[src/rtl/seg7_pkg.sv]
// Shared constants for the 7-segment score readback path.
// Segment vectors are [0:6] with bit 0 = segment a, active-low.
package seg7_pkg;

  localparam int unsigned SEG_W   = 7;
  localparam int unsigned DIGIT_W = 4;
  localparam int unsigned POINT_W = 11;
  localparam int unsigned CNT_W   = 4;
  localparam int unsigned CNT_MAX = 15;

  localparam logic [0:SEG_W-1] SEG_0     = 7'b0000001;
  localparam logic [0:SEG_W-1] SEG_1     = 7'b1001111;
  localparam logic [0:SEG_W-1] SEG_2     = 7'b0010010;
  localparam logic [0:SEG_W-1] SEG_3     = 7'b0000110;
  localparam logic [0:SEG_W-1] SEG_4     = 7'b1001100;
  localparam logic [0:SEG_W-1] SEG_5     = 7'b0100100;
  localparam logic [0:SEG_W-1] SEG_6     = 7'b0100000;
  localparam logic [0:SEG_W-1] SEG_7     = 7'b0001111;
  localparam logic [0:SEG_W-1] SEG_8     = 7'b0000000;
  localparam logic [0:SEG_W-1] SEG_9     = 7'b0000100;
  localparam logic [0:SEG_W-1] SEG_BLANK = 7'b1111111;

  // Bring an arbitrary stability requirement into the representable 1..15 range.
  function automatic int unsigned clampStable(input int n);
    if (n < 1) return 1;
    if (n > int'(CNT_MAX)) return CNT_MAX;
    return $unsigned(n);
  endfunction

endpackage

[src/rtl/seg7_digit_decode.sv]
// Combinational 7-segment to BCD decoder with per-instance blank acceptance.
module seg7_digit_decode
  import seg7_pkg::*;
#(
  parameter bit BLANK_OK = 1'b0
) (
  input  logic [0:SEG_W-1]   seg,
  output logic [DIGIT_W-1:0] bcd_c,
  output logic               illegal_c
);

  always_comb begin
    bcd_c     = '0;
    illegal_c = 1'b0;
    case (seg)
      SEG_0:     bcd_c = DIGIT_W'(0);
      SEG_1:     bcd_c = DIGIT_W'(1);
      SEG_2:     bcd_c = DIGIT_W'(2);
      SEG_3:     bcd_c = DIGIT_W'(3);
      SEG_4:     bcd_c = DIGIT_W'(4);
      SEG_5:     bcd_c = DIGIT_W'(5);
      SEG_6:     bcd_c = DIGIT_W'(6);
      SEG_7:     bcd_c = DIGIT_W'(7);
      SEG_8:     bcd_c = DIGIT_W'(8);
      SEG_9:     bcd_c = DIGIT_W'(9);
      SEG_BLANK: illegal_c = !BLANK_OK;
      default:   illegal_c = 1'b1;
    endcase
  end

endmodule

[src/rtl/seg7_score_reader.sv]
// Three-stage segment readback: capture, decode, assemble + stability filter.
// Optional macro SEG7_READER_BLANK_EN lets blank hundreds/tens digits read as 0.
module seg7_score_reader
  import seg7_pkg::*;
#(
  parameter int STABLE_COUNT = 3
) (
  input  logic               clk,
  input  logic               reset,
  input  logic               sample_en,
  input  logic [0:SEG_W-1]   hundred_seg,
  input  logic [0:SEG_W-1]   ten_seg,
  input  logic [0:SEG_W-1]   current_seg,
  output logic [POINT_W-1:0] point,
  output logic               point_strobe,
  output logic               illegal_strobe,
  output logic [2:0]         illegal_digit
);

  localparam logic [CNT_W-1:0] STABLE_CNT = CNT_W'(clampStable(STABLE_COUNT));
  localparam logic [CNT_W-1:0] CNT_SAT    = CNT_W'(CNT_MAX);

`ifdef SEG7_READER_BLANK_EN
  localparam bit LEAD_BLANK_OK = 1'b1;
`else
  localparam bit LEAD_BLANK_OK = 1'b0;
`endif

  logic                s1V;
  logic [0:SEG_W-1]    s1Hund, s1Ten, s1One;
  logic                s2V;
  logic [DIGIT_W-1:0]  s2Hund, s2Ten, s2One;
  logic [2:0]          s2Illegal;
  logic [DIGIT_W-1:0]  decHund, decTen, decOne;
  logic [2:0]          decIllegal;
  logic [POINT_W-1:0]  cand, candNext, value;
  logic [CNT_W-1:0]    cnt, cntNext;
  logic                publish, illegalHit;

  // S1: capture raw segments
  always_ff @(posedge clk) begin
    if (reset) begin
      s1V    <= 1'b0;
      s1Hund <= '0;
      s1Ten  <= '0;
      s1One  <= '0;
    end else begin
      s1V <= sample_en;
      if (sample_en) begin
        s1Hund <= hundred_seg;
        s1Ten  <= ten_seg;
        s1One  <= current_seg;
      end
    end
  end

  seg7_digit_decode #(.BLANK_OK(LEAD_BLANK_OK)) uDecHund (
    .seg(s1Hund), .bcd_c(decHund), .illegal_c(decIllegal[2]));
  seg7_digit_decode #(.BLANK_OK(LEAD_BLANK_OK)) uDecTen (
    .seg(s1Ten), .bcd_c(decTen), .illegal_c(decIllegal[1]));
  seg7_digit_decode #(.BLANK_OK(1'b0)) uDecOne (
    .seg(s1One), .bcd_c(decOne), .illegal_c(decIllegal[0]));

  // S2: registered BCD digits and illegal flags
  always_ff @(posedge clk) begin
    if (reset) begin
      s2V       <= 1'b0;
      s2Hund    <= '0;
      s2Ten     <= '0;
      s2One     <= '0;
      s2Illegal <= '0;
    end else begin
      s2V <= s1V;
      if (s1V) begin
        s2Hund    <= decHund;
        s2Ten     <= decTen;
        s2One     <= decOne;
        s2Illegal <= decIllegal;
      end
    end
  end

  // S3: digits are at most 9, so the sum tops out at 999 and fits 11 bits
  assign value = POINT_W'(s2Hund) * POINT_W'(100)
               + POINT_W'(s2Ten)  * POINT_W'(10)
               + POINT_W'(s2One);

  always_comb begin
    candNext   = cand;
    cntNext    = cnt;
    publish    = 1'b0;
    illegalHit = 1'b0;
    if (s2V) begin
      if (|s2Illegal) begin
        cntNext    = '0;
        illegalHit = 1'b1;
      end else if (value == cand) begin
        cntNext = (cnt == CNT_SAT) ? cnt : cnt + CNT_W'(1);
      end else begin
        candNext = value;
        cntNext  = CNT_W'(1);
      end
      publish = !illegalHit && (cntNext == STABLE_CNT) && (candNext != point);
    end
  end

  always_ff @(posedge clk) begin
    if (reset) begin
      cand           <= '0;
      cnt            <= '0;
      point          <= '0;
      point_strobe   <= 1'b0;
      illegal_strobe <= 1'b0;
      illegal_digit  <= '0;
    end else begin
      cand           <= candNext;
      cnt            <= cntNext;
      point_strobe   <= publish;
      illegal_strobe <= illegalHit;
      illegal_digit  <= illegalHit ? s2Illegal : 3'b000;
      if (publish) point <= candNext;
    end
  end

endmodule

[config.mk]
export PLATFORM = sky130hd
export DESIGN_NAME = seg7_score_reader
export DESIGN_NICKNAME = d
export VERILOG_FILES = /design/src/rtl/seg7_pkg.sv /design/src/rtl/seg7_digit_decode.sv /design/src/rtl/seg7_score_reader.sv
export SDC_FILE = /design/constraint.sdc
export NUM_CORES = 1
export LEC_CHECK = 0
export ABC_AREA = 1
export CORE_MARGIN = 1
export CORE_UTILIZATION = 61
export DETAILED_ROUTE_END_ITERATION = 8
export PLACE_DENSITY = 0.88
export REMOVE_ABC_BUFFERS = 1
export SETUP_SLACK_MARGIN = 0.05
export SLEW_MARGIN = 20
export SYNTH_ARGS = -nofsm -noshare
export SYNTH_HDL_FRONTEND = slang
export SYNTH_SLANG_ARGS = --single-unit
[constraint.sdc]
create_clock -name clk -period 5.5 [get_ports clk]
set_input_delay 1.1 -clock clk [delete_from_list [all_inputs] [get_ports clk]]
set_output_delay 1.1 -clock clk [all_outputs]
set_load 0.01 [all_outputs]
==> metrics.csv, run 1 <==
stage;metric;value;unit
finish;ANT cells;0;
yosys;count leader, synth;nand2_1;
detailed_routing;drt wl/cell;12.97;µm
grt;largest net degree at the start of global routing;43;
critical_path;arrival time worst endpoint;4.37;ns
yosys;asr flop ratio synth;0;%
power_and_ir_drop;Clock Power Share;36.2;%
yosys;Mapped Area;0.004352;mm²
timing;Max Freq;242.3;MHz
yosys;Area contributors post-synth;dfxtp_1, nand2_1, inv_1;
power_and_ir_drop;sw frac;30.33;%
finish;Final nets;750;
floorplan;Top Ports;40;
yosys;top post-synthesis cells by count;nand2_1, inv_1, nor2_1, dfxtp_1, o21ai_0;
critical_path;crit-path max FO;23;
finish;area of the multi-input gates;0.002465;mm²
detailed_routing;Vias/cell;5.486;
finish;area grow syn2layout;14.78;%
critical_path;worst path required time;5.74;ns
timing;Final Cycle Share;75.03;%
clock_tree;total CTS buffers;9;
finish;share of layout cells above drive strength 1;4.578;%
floorplan;area of the core;0.006832;mm²
hold_path;hold path depth;2;
timing;min Tclk post-route;4.127;ns
hold_path;type of the worst min-delay path;flop to flop;
finish;FF/Latch Area;0.001381;mm²
power_and_ir_drop;Int Pwr;0.8843;mW
yosys;synthesized area per cell;6.554;µm²
critical_path;flop2flop setup slack;1.37;ns
grt;aggregate global-route resource usage;29.79;%
power_and_ir_drop;Comb pwr share;20.7;%
clock_tree;clock slew at reported path FFs;0.07;ns
clock_tree;CTS Sinks;69;
detailed_routing;Residual DRC;0;
yosys;register area share after synthesis;31.74;%
power_and_ir_drop;Seq pwr share;43.1;%
critical_path;CP Class;flop to flop;
yosys;Synth area leader;dfxtp_1;
grt;initial antenna violation count;0;
critical_path;r2r startpoint;s2Ten[3];
placed_design;DP HPWL;7417;µm
yosys;Yosys cell types;40;
critical_path;reg2reg end;point[2];
job;Max Cap Viol;0;
clock_tree;clk buf depth;2;
outcome;run status;finished, final reports clean;
timing;unrepaired setup endpoints after global routing;false;
clock_tree;Worst-Skew Late Latency;0.35;ns
detailed_routing;via count;4361;
detailed_routing;DR iter-0 viols;382;
timing;Fin. Hold Viols;0;
timing;Slew Limit Fails;0;
timing;setup TNS;0;ns
clock_tree;PostCTS Resize Cnt;0;
yosys;post-synthesis register bit count;69;
finish;fill count;555;
power_and_ir_drop;VDD IR max;0.0002300;V
yosys;Main synth FF type;dfxtp_1;
placed_design;Port-buffer cells;39;
clock_tree;post-CTS setup buffers;0;
hold_path;hold path startpoint;s2Illegal[1];
floorplan;row cnt;30;
hold_path;Hold EP;illegal_digit[1];
detailed_routing;antenna viol nets, final;0;
yosys;Synth Warn #;0;
yosys;Post-Syn Instances;664;
timing;Max-slew headroom;37.51;%
power_and_ir_drop;Lkg Pwr;2.385;nW
yosys;Yosys top cell area share;31.74;%
grt;first-pass GRT wire length;17690;µm
power_and_ir_drop;pwr dens;254.1;mW/mm²
timing;clock skew;0.008143;ns
floorplan;Die Wd;86.46;µm
detailed_routing;TritonRoute pass-1 iters;6;
floorplan;Starting Density;63.70;%
floorplan;Die H;86.46;µm
grt;vias in the first global route;4183;
timing;Tightest Pin Transition;0.9364;ns
clock_tree;Hold Buf Count CTS;0;
grt;total grt overflow;0;
detailed_routing;final wirelength;10310;µm
floorplan;Die Area;0.007475;mm²
critical_path;Worst setup SP type;flop;
critical_path;reg2reg path depth;19;
power_and_ir_drop;Tot Pwr;1.269;mW
yosys;EDFF count, synth;0;
power_and_ir_drop;Net Switching;0.3850;mW
timing;Final Setup Violations;0;
critical_path;Worst Setup End Kind;flop;
placed_design;global placer's final weighted congestion;0.9930;
clock_tree;Clock Tree Root;clkbuf_8;
clock_tree;H-tree Lvls;3;
clock_tree;TritonCTS clock tree;done;
[power groups by stage]
stage / Sequential (mW) / Clock (mW) / Combinational, mW
finish: 0.548 / 0.459 / 0.263
global route: 0.551 / 0.485 / 0.299
CTS: 0.547 / 0.459 / 0.258
detailed placement: 0.558 / 0 / 0.254
global placement: 0.557 / 0 / 0.246
floorplan: 0.551 / 0 / 0.186
[cell families (layout without fill, tap and decap cells)]
kind of cell    Yosys count  in the layout  synth area share [%]
xor+xnor                  8              8                 1.783
simple gates            313            313                 30.59
compound gates          112            112                 14.49
fa+ha+maj                31             31                 9.776
buf+inv                 131            166                 11.62
flops                    69             69                 31.74
[state kept, by name, indices dropped and copies added, names as in the netlist]
signal / flops
cnt: 4
point_strobe: 1
illegal_strobe: 1
s1One: 7
s2Illegal: 3
s2Hund: 4
cand: 11
s1V: 1
s1Ten: 7
s2One: 4
s1Hund: 7
illegal_digit: 3
s2V: 1
s2Ten: 4
point: 11
[layout by cell type (no fill, tap or decap), types with 2 or more instances in the layout]
master and count:
inv_2 3, or2_2 3, nor2_1 83, nor4_1 5, clkdlybuf4s50_1 39, fa_1 5
xnor2_1 3, nand4_1 9, clkbuf_8 10, xor2_1 4, nand3_2 2, o21ai_0 54
o22ai_1 3, nand2_2 4, inv_1 108, nand2_1 140, dfxtp_1 69, a41oi_1 3
a211oi_1 2, nand3_1 51, nor3_1 11, bufinv_16 2, ha_1 26, o311ai_0 3
o31ai_1 2, o211ai_1 5, a31oi_1 2, a21oi_1 32, nor2_2 3
[per-layer routing]
metal / up-vias / part of all wire, % / track usage, %
met3: 32 / 5.9 / 5.714
met4: 0 / 2.4 / 11.06
met5: - / 0 / 0
met1: 1963 / 43 / 35.16
li1: 2205 / - / -
met2: 161 / 49 / 53.54
[area by class of cell]
type / count / share of cell area (%)
multi-input combinational: 464 / 49.35
sequential: 69 / 27.66
inverter: 111 / 8.342
timing repair buffer: 40 / 7.966
clock buffer: 11 / 2.831
tap: 96 / 2.405
clock inverter: 4 / 1.453
[critical path: stages (launching register included)]
cell     delay [ns]
dfxtp_1        0.43
ha_1           0.28
ha_1           0.23
fa_1           0.39
xor2_1         0.17
ha_1           0.28
ha_1           0.38
a21oi_1        0.31
o21a_1         0.20
nand3_1        0.10
nand3_1        0.10
nand2_1        0.08
nor2_2         0.16
nand3_2        0.10
nor2_2         0.08
nand2_1        0.07
nor2_2         0.11
nand2_2        0.26
nor2_1         0.21
nor2_1         0.06
[worst max-delay path by stage]
stage	to	depth (start not counted)	from
floorplan	point[0]	21	s2Ten[3]
global placement	point[0]	20	s2Ten[3]
detailed placement	point[2]	19	s2Ten[3]
CTS	point[6]	20	s2Ten[3]
global route	point[6]	25	s2Ten[3]
finish	point[2]	19	s2Ten[3]
[stage by stage]
step	worst slack (ns)	utilization [%]	instances	hold slack, ns	cell area (µm²)
2_1_floorplan	1.957	-	644	0.4243	4263
3_3_place_gp	1.613	69.98	780	0.4519	4781
3_5_place_dp	1.451	69.98	780	0.4557	4781
4_1_cts	1.417	73.11	795	0.4667	4995
5_1_grt	0.9750	73.11	795	0.4955	4995
6_report	1.373	73.11	795	0.4682	4995
(Power assumes the default switching activity.)
==> run 2: changes to the inputs <==
- CORE_UTILIZATION: 61 -> 52
- PLACE_DENSITY: 0.88 -> 0.8
- clock period: 5.5 -> 3.55 ns (I/O delays scaled with it)
==> run 2 against run 1 <==
  * The flow now finishes with violations (negative setup slack)
  * Global-route usage fell by 1.7 points
  * Total power rose by 70%
  * Utilization fell by 5.5 points
  * Register-to-register slack got worse by 1.6 ns
  * Clock-buffer cell count did not move
  * Routed wire length rose by 12%
  * Fmax rose by 9.5%
  * Non-clock buffer count rose by 27
  * Worst hold slack improved by 0.0053 ns
  * Design area rose by 11%
  * Critical path type unchanged
==> metrics.csv, run 2 (same netlist as run 1, synthesis figures left out) <==
stage;metric;value;unit;change
critical_path;arrival time worst endpoint;4.07;ns;-0.30 ns
clock_tree;clk buf depth;2;;unchanged
hold_path;hold path depth;2;;unchanged
power_and_ir_drop;Comb pwr share;22.7;%;+2.0 points
grt;first-pass GRT wire length;19530;µm;+10%
placed_design;global placer's final weighted congestion;0.9078;;-8.6%
finish;design area;0.005525;mm²;+11%
detailed_routing;final wirelength;11520;µm;+12%
detailed_routing;Residual DRC;0;;unchanged
placed_design;Placed Instance Area;0.004955;mm²;+3.6%
placed_design;DP HPWL;7619;µm;+2.7%
finish;share of layout cells above drive strength 1;15.54;%;+11 points
outcome;run status;finished with violations;;
grt;largest net degree at the start of global routing;43;;unchanged
floorplan;Die H;93.48;µm;+8.1%
timing;Final Setup Violations;12;;+12
floorplan;Die Area;0.008739;mm²;+17%
clock_tree;clock slew at reported path FFs;0.08;ns;about the same
detailed_routing;TritonRoute pass-1 iters;5;;-1
timing;Final Cycle Share;106.1;%;+31 points
clock_tree;TritonCTS clock tree;done;;
clock_tree;Worst-Skew Late Latency;0.36;ns;about the same
finish;Cell Count, Final, Fillers Out;832;;+4.7%
timing;clock skew;0.01856;ns;+0.01042 ns
critical_path;CP Class;flop to flop;;
critical_path;reg2reg path depth;26;;+7
floorplan;Die Wd;93.48;µm;+8.1%
clock_tree;H-tree Lvls;3;;unchanged
placed_design;Port-buffer cells;39;;unchanged
detailed_routing;drt wl/cell;13.85;µm;+6.7%
power_and_ir_drop;Tot Pwr;2.153;mW;+70%
detailed_routing;antenna viol nets, final;0;;unchanged
detailed_routing;DR iter-0 viols;226;;-41%
timing;Slew Limit Fails;0;;unchanged
floorplan;area of the core;0.008175;mm²;+20%
floorplan;Top Ports;40;;unchanged
timing;crit path setup slack, layout;-0.2178;ns;-1.591 ns
critical_path;crit-path max FO;6;;-74%
grt;vias in the first global route;4462;;+6.7%
power_and_ir_drop;Lkg Pwr;2.534;nW;+6.2%
grt;total grt overflow;0;;unchanged
critical_path;worst path required time;3.85;ns;-1.89 ns
clock_tree;Clock Tree Root;clkbuf_8;;
power_and_ir_drop;Clock Power Share;38.1;%;+1.9 points
floorplan;Starting Density;53.23;%;-10 points
finish;final core utilization;67.58;%;-5.5 points
timing;unrepaired setup endpoints after global routing;true;;
finish;Final nets;777;;+3.6%
timing;Max-slew headroom;41.18;%;+3.7 points
timing;Tightest Pin Transition;0.8813;ns;-0.05504 ns
grt;initial antenna violation count;0;;unchanged
finish;ANT cells;0;;unchanged
clock_tree;total CTS buffers;9;;unchanged
detailed_routing;Vias/cell;5.447;;-0.70%
timing;Max Freq;265.4;MHz;+9.5%
timing;min Tclk post-route;3.768;ns;-0.3589 ns
placed_design;Cells after DPL;809;;+3.7%
power_and_ir_drop;sw frac;30.66;%;+0.33 points
finish;area grow syn2layout;26.97;%;
timing;hold_ws;0.4736;ns;+0.005325 ns
grt;aggregate global-route resource usage;28.10;%;-1.7 points
finish;commonest non-fill, non-tap cell in the layout;nand2_1;;
hold_path;type of the worst min-delay path;flop to flop;;
finish;fill count;674;;+21%
power_and_ir_drop;pwr dens;389.6;mW/mm²;+53%
clock_tree;CTS Sinks;69;;unchanged
power_and_ir_drop;Int Pwr;1.493;mW;+69%
power_and_ir_drop;Net Switching;0.6601;mW;+71%
critical_path;Worst Setup End Kind;flop;;
power_and_ir_drop;Seq pwr share;39.2;%;-3.9 points
critical_path;Worst setup SP type;flop;;
outcome;failing checks;negative setup slack;;
power_and_ir_drop;VDD IR max;0.0002796;V;+22%
finish;commonest non-fill, non-tap cells in the layout;nand2_1, inv_1, nor2_1, dfxtp_1, o21ai_0;;
job;Max Cap Viol;0;;unchanged
floorplan;row cnt;33;;+10%
finish;top flop regs;cand x11, point x11;;
detailed_routing;via count;4532;;+3.9%
timing;Fin. Hold Viols;0;;unchanged
run 2: final timing paths:
kind              slack [ns]  startpoint  endpoint
setup / recovery       -0.22   s2Hund[0]  point[5]
hold / removal          0.47    s2One[1]  s2One[1]
hold reg to reg         0.47    s2One[1]  s2One[1]
setup reg to reg       -0.22   s2Hund[0]  point[5]
run 2: timing repair:
item                                    4_1_cts  5_1_grt
setup buffers                                 5        2
cloned                                        2        0
resized for setup                            37       34
pin swaps                                     3       22
hold buffers                                  0        0
endpoints found under the setup margin       13       14
run 2: critical path, stage by stage, from the launching register on:
cell       delay [ns]
dfxtp_4          0.37
ha_4             0.27
ha_4             0.13
inv_2            0.04
fa_1             0.50
inv_2            0.06
ha_4             0.24
ha_4             0.25
nand2_2          0.07
inv_1            0.04
nand2_1          0.09
nand3_2          0.09
nand2_2          0.13
buf_4            0.12
nand3_1          0.05
nand2_1          0.09
nand3_1          0.09
nor2_2           0.15
nand3_2          0.10
nor2_2           0.12
nand2_1          0.07
nor2_2           0.12
nand2_2          0.11
clkbuf_16        0.18
nand2_1          0.07
nand2_1          0.07
nor2_1           0.10
run 2: per-stage QoR:
stage | TNS [ns] | setup WS, ns
5_1_grt | -4.221 | -0.3796
2_1_floorplan | 0 | 0.006989
6_report | -2.021 | -0.2178
3_3_place_gp | -0.8930 | -0.08896
3_5_place_dp | -1.817 | -0.1792
4_1_cts | -0.6097 | -0.06852
run 2: power by group through the flow:
stage / combinational [mW] / sequential, mW / clock, mW
floorplan: 0.288 / 0.854 / 0
global placement: 0.416 / 0.856 / 0
detailed placement: 0.430 / 0.858 / 0
CTS: 0.461 / 0.842 / 0.819
global route: 0.553 / 0.848 / 0.854
finish: 0.489 / 0.843 / 0.820
run 2: layer usage:
layer	vias up	GRT usage, %	routed length (µm)
li1	2255	-	-
met1	2089	31.59	4905
met2	156	51.23	5762
met3	32	5.203	570
met4	0	12.56	284
met5	-	0	0
run 2: final cells by class:
class | instances | area, µm² | area share, %
Multi-Input combinational cell | 464 | 2703 | 48.91
Tap cell | 105 | 131.4 | 2.378
Sequential cell | 69 | 1394 | 25.23
Clock inverter | 5 | 106.4 | 1.925
Clock buffer | 11 | 141.4 | 2.559
Inverter | 111 | 416.7 | 7.541
Timing Repair Buffer | 67 | 633.1 | 11.46
==> run 3: changes to the inputs <==
- CORE_UTILIZATION: 52 -> 58
- CTS_CLUSTER_DIAMETER: not set -> 100
- PLACE_DENSITY: 0.8 -> 0.84
- clock period: 3.55 -> 4.18 ns (I/O delays scaled with it)
==> run 3 against run 2 <==
  * The flow now finishes without violations
  * First-iteration DRC count increased by 83%
  * Flip-flop and latch count unchanged
  * Via count decreased by 1.8%
  * Sequential share of layout area increased by 2.2 points
  * Critical path depth decreased by 4
  * Fmax decreased by 2.2%
  * Largest cell class unchanged
==> metrics.csv, run 3 (same netlist as run 1, synthesis figures left out) <==
stage;metric;value;unit;change
critical_path;Worst Setup End Kind;flop;;
critical_path;buffer and inverter count on the worst path;0;;-5
detailed_routing;DR iter-0 viols;413;;+83%
detailed_routing;antenna viol nets, final;0;;unchanged
finish;share of layout cells above drive strength 1;7.234;%;-8.3 points
placed_design;global placer's final weighted congestion;0.9168;;+0.99%
grt;total grt overflow;0;;unchanged
power_and_ir_drop;Seq pwr share;45.1;%;+5.9 points
power_and_ir_drop;Tot Pwr;1.597;mW;-26%
power_and_ir_drop;pwr dens;314.3;mW/mm²;-19%
critical_path;flop2flop setup slack;0.33;ns;+0.54 ns
clock_tree;CTS Sinks;69;;unchanged
power_and_ir_drop;Clock Power Share;32.5;%;-5.6 points
timing;Tightest Pin Transition;0.9183;ns;+0.03698 ns
critical_path;worst path required time;4.43;ns;+0.58 ns
critical_path;Worst setup SP type;flop;;
floorplan;Die Area;0.007854;mm²;-10%
clock_tree;Clock Tree Root;clkbuf_8;;
timing;Slew Limit Fails;0;;unchanged
grt;largest net degree at the start of global routing;39;;-9.3%
power_and_ir_drop;sw frac;32.99;%;+2.3 points
grt;first-pass GRT wire length;17350;µm;-11%
clock_tree;TritonCTS clock tree;done;;
placed_design;Port-buffer cells;39;;unchanged
clock_tree;H-tree Lvls;3;;unchanged
floorplan;Die Wd;88.62;µm;-5.2%
floorplan;Starting Density;60.00;%;+6.8 points
job;Max Cap Viol;0;;unchanged
finish;commonest non-fill, non-tap cell in the layout;nand2_1;;
timing;Final Cycle Share;92.18;%;-14 points
timing;clock skew;0.008201;ns;-0.01036 ns
clock_tree;total CTS buffers;9;;unchanged
timing;setup TNS;0;ns;+2.021 ns
power_and_ir_drop;VDD IR max;0.0002113;V;-24%
clock_tree;Worst-Skew Late Latency;0.35;ns;about the same
clock_tree;clock slew at reported path FFs;0.08;ns;about the same
detailed_routing;TritonRoute pass-1 iters;6;;+1
finish;top flop regs;cand x11, point x11;;
outcome;run status;finished, final reports clean;;
grt;aggregate global-route resource usage;28.56;%;+0.46 points
critical_path;CP most frequent cell;nand2_1;;
critical_path;arrival time worst endpoint;4.10;ns;+0.03 ns
timing;Max Freq;259.5;MHz;-2.2%
clock_tree;clk buf depth;2;;unchanged
detailed_routing;Residual DRC;0;;unchanged
timing;unrepaired setup endpoints after global routing;false;;
detailed_routing;Vias/cell;5.536;;+1.6%
floorplan;area of the core;0.007253;mm²;-11%
detailed_routing;final wirelength;10550;µm;-8.4%
floorplan;Top Ports;40;;unchanged
finish;Final nets;755;;-2.8%
grt;vias in the first global route;3970;;-11%
timing;min Tclk post-route;3.853;ns;+0.08537 ns
critical_path;CP cell instances;ha_1 > ha_1 > fa_2 > ha_1 > ha_2 > nand2_1 > nor2_1 > nand2_1 > nand3_1 > nand2_2 > nand2_2 > nand2_1 > nand2_2 > nand3_1 > nand3_1 > nand3_1 > nor2_1 > nand4_1 > nand2_2 > nand2_1 > nand2_1 > nor2_1;;
detailed_routing;via count;4451;;-1.8%
finish;area grow syn2layout;16.73;%;
critical_path;Largest stage delay, worst path;0.53;ns;+0.03 ns
hold_path;type of the worst min-delay path;flop to flop;;
critical_path;crit-path max FO;7;;+1
detailed_routing;drt wl/cell;13.12;µm;-5.2%
power_and_ir_drop;Int Pwr;1.070;mW;-28%
floorplan;row cnt;31;;-6.1%
timing;Max-slew headroom;38.71;%;-2.5 points
power_and_ir_drop;Lkg Pwr;2.387;nW;-5.8%
finish;ANT cells;0;;unchanged
timing;Final Setup Violations;0;;-12
critical_path;Top delay family on crit path;simple AND/OR/NAND/NOR gates;;
power_and_ir_drop;Net Switching;0.5267;mW;-20%
critical_path;Slowest-stage cell, CP;fa_2;;
floorplan;Die H;88.62;µm;-5.2%
finish;commonest non-fill, non-tap cells in the layout;nand2_1, inv_1, nor2_1, dfxtp_1, o21ai_0;;
grt;initial antenna violation count;0;;unchanged
timing;Fin. Hold Viols;0;;unchanged
critical_path;CP Class;flop to flop;;
placed_design;DP HPWL;7536;µm;-1.1%
power_and_ir_drop;Comb pwr share;22.4;%;-0.3 points
-- run 3: metal layers --
metal  track usage (%)  routed length [µm]  vias to the layer above  part of all wire (%)
li1                  -                   -                     2221                     -
met1             36.17                4618                     2031                    44
met2             48.53                5072                      170                    48
met3             4.571                 620                       29                   5.9
met4             11.58                 238                        0                   2.3
met5                 0                   0                        -                     0
-- run 3: power by group through the flow --
| stage | clock network, mW | registers [mW] | logic [mW] |
|---|---|---|---|
| final | 0.519 | 0.720 | 0.358 |
| after global routing | 0.545 | 0.724 | 0.409 |
| after CTS | 0.518 | 0.719 | 0.340 |
| after detailed placement | 0 | 0.734 | 0.336 |
| after global placement | 0 | 0.732 | 0.326 |
| after floorplan | 0 | 0.725 | 0.244 |
-- run 3: area by class of cell --
type,count,area (µm²)
clock buffers,11,151.4
clock inverters,5,33.78
fillers,611,2173
inverters,111,416.7
multi-input cells,466,2542
flip-flops and latches,69,1391
well taps,99,123.9
repair buffers,43,420.4
-- run 3: tightest hold or removal path, stage by stage (launching register included) --
cell     delay (ns)
dfxtp_1        0.31
inv_1          0.07
nor2_1         0.05
-- run 3: metrics by stage --
step / hold WS, ns / std cells / utilization, % / area [µm²] / worst slack, ns
finish: 0.4700 / 804 / 70.04 / 5080 / 0.3269
global route: 0.5007 / 804 / 70.04 / 5080 / 0.03242
CTS: 0.4717 / 801 / 68.73 / 4985 / 0.1259
detailed placement: 0.4538 / 785 / 66.17 / 4800 / 0.1764
global placement: 0.4496 / 785 / 66.17 / 4800 / 0.3088
floorplan: 0.4243 / 644 / - / 4263 / 0.6370
-- run 3: path summary, 6_finish.rpt --
check	from	to	cells after the start
min reg2reg	s2Illegal[0]	illegal_digit[0]	2
max reg2reg	s2Ten[3]	point[6]	22
max	s2Ten[3]	point[6]	22
min	s2Illegal[0]	illegal_digit[0]	2
-- run 3: repair_timing --
action,CTS,global route
hold buffers,0,0
endpoints found under the setup margin,0,12
buffers inserted,0,1
resized for setup,0,20
